**src/rtl/m_serial_sched.sv**
```systemverilog
// m_serial_sched: round-robin arbiter and sequencer for one shared bit-serial adder.
// Defining SERIAL_SUB_EN makes op=1 perform rs-rt; without it every op is an add.
module m_serial_sched #(
  parameter int WIDTH = 32,
  parameter int CNTW = 6
) (
  input  logic             w_clk,
  input  logic             w_rst,
  input  logic             w_req0,
  input  logic [WIDTH-1:0] w_rs0,
  input  logic [WIDTH-1:0] w_rt0,
  input  logic             w_op0,
  input  logic             w_req1,
  input  logic [WIDTH-1:0] w_rs1,
  input  logic [WIDTH-1:0] w_rt1,
  input  logic             w_op1,
  output logic             w_gnt0,
  output logic             w_gnt1,
  output logic             w_busy,
  output logic             w_vld,
  output logic             w_id,
  output logic [WIDTH-1:0] w_rslt,
  output logic             w_cout
);
  localparam logic [1:0] IDLE = 2'd0, RUN = 2'd1, DONE = 2'd2;
  logic [1:0] state, state_nxt;
  logic [WIDTH-1:0] a, b, a_nxt, rt_sel;
  logic [CNTW-1:0] cnt;
  logic [1:0] sum;
  logic carry, rr, win, pick, any_req, last, sub;
  assign any_req = w_req0 | w_req1;
  assign pick = (w_req0 & w_req1) ? rr : w_req1;
  assign rt_sel = pick ? w_rt1 : w_rt0;
  assign sum = {1'b0, a[0]} + {1'b0, b[0]} + {1'b0, carry};
  // each sum bit enters at the MSB, so after WIDTH shifts A holds the result
  assign a_nxt = {sum[0], a[WIDTH-1:1]};
  assign last = cnt == CNTW'(WIDTH - 1);
`ifdef SERIAL_SUB_EN
  assign sub = pick ? w_op1 : w_op0;
`else
  logic unused_op;
  assign unused_op = w_op0 ^ w_op1;
  assign sub = 1'b0;
`endif
  always_ff @(posedge w_clk)
    state <= w_rst ? IDLE : state_nxt;
  always_comb
    state_nxt = (state == IDLE) ? (any_req ? RUN : IDLE) :
                (state == RUN)  ? (last ? DONE : RUN) : IDLE;
  // grant is the first RUN cycle, so it lasts exactly one cycle after acceptance
  always_comb begin
    w_busy = state != IDLE;
    w_vld  = state == DONE;
    w_gnt0 = (state == RUN) && (cnt == '0) && !win;
    w_gnt1 = (state == RUN) && (cnt == '0) && win;
  end
  always_ff @(posedge w_clk)
    if (w_rst) begin
      a      <= '0;
      b      <= '0;
      carry  <= 1'b0;
      cnt    <= '0;
      rr     <= 1'b0;
      win    <= 1'b0;
      w_id   <= 1'b0;
      w_rslt <= '0;
      w_cout <= 1'b0;
    end else if (state == IDLE && any_req) begin
      a     <= pick ? w_rs1 : w_rs0;
      b     <= sub ? ~rt_sel : rt_sel;
      carry <= sub;
      cnt   <= '0;
      rr    <= ~pick;
      win   <= pick;
    end else if (state == RUN) begin
      a     <= a_nxt;
      b     <= {1'b0, b[WIDTH-1:1]};
      carry <= sum[1];
      cnt   <= cnt + 1'b1;
      if (last) begin
        w_rslt <= a_nxt;
        w_cout <= sum[1];
        w_id   <= win;
      end
    end
endmodule

```
**config.mk**
```make
export PLATFORM = sky130hd
export DESIGN_NAME = m_serial_sched
export DESIGN_NICKNAME = d
export VERILOG_FILES = /design/src/rtl/m_serial_sched.sv
export SDC_FILE = /design/constraint.sdc
export NUM_CORES = 1
export LEC_CHECK = 0
export BUFFER_PORTS_ARGS = -buffer_cell sky130_fd_sc_hd__buf_2
export CORE_MARGIN = 2
export CORE_UTILIZATION = 51
export DETAILED_ROUTE_END_ITERATION = 6
export PLACE_DENSITY = 0.9
export SLEW_MARGIN = 20
export SYNTH_ARGS = -nofsm -noshare
export SYNTH_HDL_FRONTEND = slang
export SYNTH_SLANG_ARGS = --single-unit
```
**constraint.sdc**
```tcl
create_clock -name w_clk -period 1.61 [get_ports w_clk]
set_input_delay 0.4025 -clock w_clk [delete_from_list [all_inputs] [get_ports w_clk]]
set_output_delay 0.4025 -clock w_clk [all_outputs]
set_load 0.005 [all_outputs]
```
==> impl_metrics.py <==
metrics = {
    "synth": {
        "syn_area_per_cell_um2": 9.18,
        "synth_seq_cells": 109,
        "synthesis.nets": 713,
        "yosysTopAreaCellShare_pct": 41.3,
        "synth_warnings": 0,
        "synth_top_flop_cell": "dfxtp_1",
        "seq_area_frac_synth_pct": 41.3,
        "syn_area_um2": 5290,
        "synth_cell_types": 44,
        "netlist_instances": 576,
        "synth_edf_count": 0,
        "ys_async_sr_fraction_pct": 0,
        "synth_area_leaders": "dfxtp_1, a221oi_2, a211oi_2",
        "yosys.area.top_type": "dfxtp_1",
    },
    "sta": {
        "timing.fmax_mhz": 554,
        "setup_viol": 6,
        "worst_slew_pin_slew_ns": 0.392,
        "final_max_slew_viol_count": 0,
        "rsz0062_at_grt": "true",
        "relSlewSlack_pct": 73.9,
        "hold_viol": 0,
        "setup_slack_ns": -0.195,
        "fin_skew_ns": 0.0111,
        "finalCriticalPeriod_ns": 1.81,
        "fin_crit_sh_pct": 112,
    },
    "clock_network": {
        "clock-root-buffer": "clkbuf_8",
        "clock_latency_ns": 0.37,
        "cts_max_level": 3,
        "clock-sinks": 109,
        "cts_tree": "yes",
        "hold_buffers": 0,
        "path_clk_slew_ns": 0.10,
        "clockBufferDepth": 2,
        "cts_made_buffers": 9,
    },
    "grt": {
        "grt_pass1_wl_um": 23200,
        "overflow": 0,
        "grtUsageMet1_pct": 30.7,
        "grt_max_degree": 57,
        "use_met2_pct": 44.1,
        "grt_util_all_layers_pct": 25.5,
        "grt_use_met3_pct": 4.51,
        "antenna_found_initial": 1,
        "grt-busiest-layer": "met2",
        "grt_pass1_vias": 5028,
    },
    "status": {
        "status": "finished, violations left",
        "violations": "setup timing",
    },
    "min_path": {
        "hold_class": "input pin to register",
        "hold_path_startpoint": "w_rt1[9]",
    },
    "pwr": {
        "p_leak_uw": 0.00293,
        "cellPowerDensity_nw_per_um2": 811,
        "vdd_ir_drop_max_mv": 0.402,
        "p_total_uw": 5920,
    },
    "place": {
        "port_buffers": 169,
        "placed_cell_area_um2": 6350,
        "hpwl_um": 10200,
        "routabilityCongestion": 0.830,
    },
    "worst_setup_path": {
        "critPathKind": "register to output port",
        "worstSetupStartpoint": "cnt[5]",
        "timing.rr.start": "state[0]",
        "start_kind": "register",
        "cp.arrival_ns": 1.40,
        "worstSetupEndpointType": "output port",
        "cp_max_fo": 2,
        "cp.required_ns": 1.21,
    },
    "floorplanning": {
        "ios": 172,
        "core_um2": 10200,
        "die_area_um2": 11200,
        "start_util_pct": 51.9,
        "die-width_um": 106,
        "die_h_um": 106,
        "rows": 37,
    },
    "drt": {
        "routed_wl_um": 15900,
        "wl_per_cell_um": 17.7,
        "drc": 0,
        "vias": 5186,
        "vias_per_cell": 5.78,
        "first_iter_violations": 317,
        "final_antenna_net_count": 0,
        "dr.pass1.iters": 5,
    },
    "job": {
        "maxCapViolations": 0,
    },
    "layout": {
        "final_cell_mix": "buf_2, nand2_1, dfxtp_1",
        "nFillCells": 751,
        "finish.net_count": 892,
        "final_design_area_no_fill_um2": 7300,
        "layout_commonest_cell": "buf_2",
        "drive_above_1_share_pct": 46.4,
        "syn_to_final_growth_pct": 38.1,
    },
}
==> Yosys cell counts (3+ instances only) <==
cell type and n:
buf_12 4, clkbuf_1 17, xor2_1 3, dfxtp_1 109, inv_1 7, o21ai_0 3
a221oi_2 40, a221oi_1 16, a211oi_1 16, nor2_1 74, a32oi_1 7, buf_4 4
o21ai_1 4, buf_2 27, a22oi_1 5, a21oi_1 39, nand2_1 127, a211oi_2 40
==> where the power goes <==
group          leakage (µW)  internal [µW]  switching [µW]
clock             0.0000960            726             963
combinational       0.00194            638             616
sequential         0.000895           2840             139
total               0.00293           4210            1720
==> worst max-delay path, stage by stage, from the launching register on <==
cell,delay [ns]
dfxtp_2,0.35
nor4_2,0.25
nand3_1,0.17
nor2_1,0.14
buf_2,0.13
==> layer usage <==
layer / part of all wire (%) / wire length (µm)
met5: 0 / 0
met4: 3.4 / 546
met3: 7.1 / 1130
met2: 50 / 7960
met1: 39 / 6280
==> stage by stage <==
stage	hold WS, ns	std cells	TNS, ns	setup slack [ns]	util (%)
final	0.266	897	-0.379	-0.195	71.7
after global routing	0.264	897	-1.36	-0.251	71.7
after CTS	0.251	881	-0.394	-0.214	65.5
after detailed placement	0.446	857	-0.907	-0.0738	62.3
after global placement	0.438	857	-0.0309	-0.0140	62.3
after floorplan	0.444	576	0	0.149	-
==> what timing repair did <==
action / in CTS / in global routing
gates cloned: 1 / 8
setup endpoints to repair: 16 / 86
buffers inserted: 7 / 7
resized for setup: 15 / 48
pin swaps: 8 / 18
==> registers in the layout, indices dropped and copies added, names as in the netlist <==
register  cells
w_rslt       32
a            32
w_id          1
rr            1
carry         1
cnt           6
win           1
b            32
w_cout        1
state         2
==> cell type report <==
cell class	instances	area [µm²]	area share [%]
multi-input combinational	407	3110	42.6
inverter	7	28.8	0.394
clock inverter	7	72.6	0.994
clock buffer	9	124	1.70
timing repair buffer	221	1600	21.9
antenna	1	2.50	0.0343
sequential	109	2190	30.1
tap	136	170	2.33
==> path summary, 6_finish.rpt <==
| check | end | slack, ns | cells after the start |
|---|---|---|---|
| max | w_gnt0 | -0.20 | 4 |
| max reg2reg | a[6] | -0.01 | 7 |
| min reg2reg | w_rslt[25] | 0.46 | 2 |
| min | b[9] | 0.27 | 3 |
==> logic make-up after synthesis <==
| kind of cell | count (synthesis) | share of synthesized area (%) |
|---|---|---|
| flops | 109 | 41.3 |
| fa+ha+maj | 3 | 0.852 |
| compound gates | 177 | 33.3 |
| xor+xnor | 5 | 0.829 |
| simple gates | 221 | 16.9 |
| buf+inv | 60 | 6.63 |
| mux | 1 | 0.189 |
No activity file was read; power rests on OpenSTA's default activity.
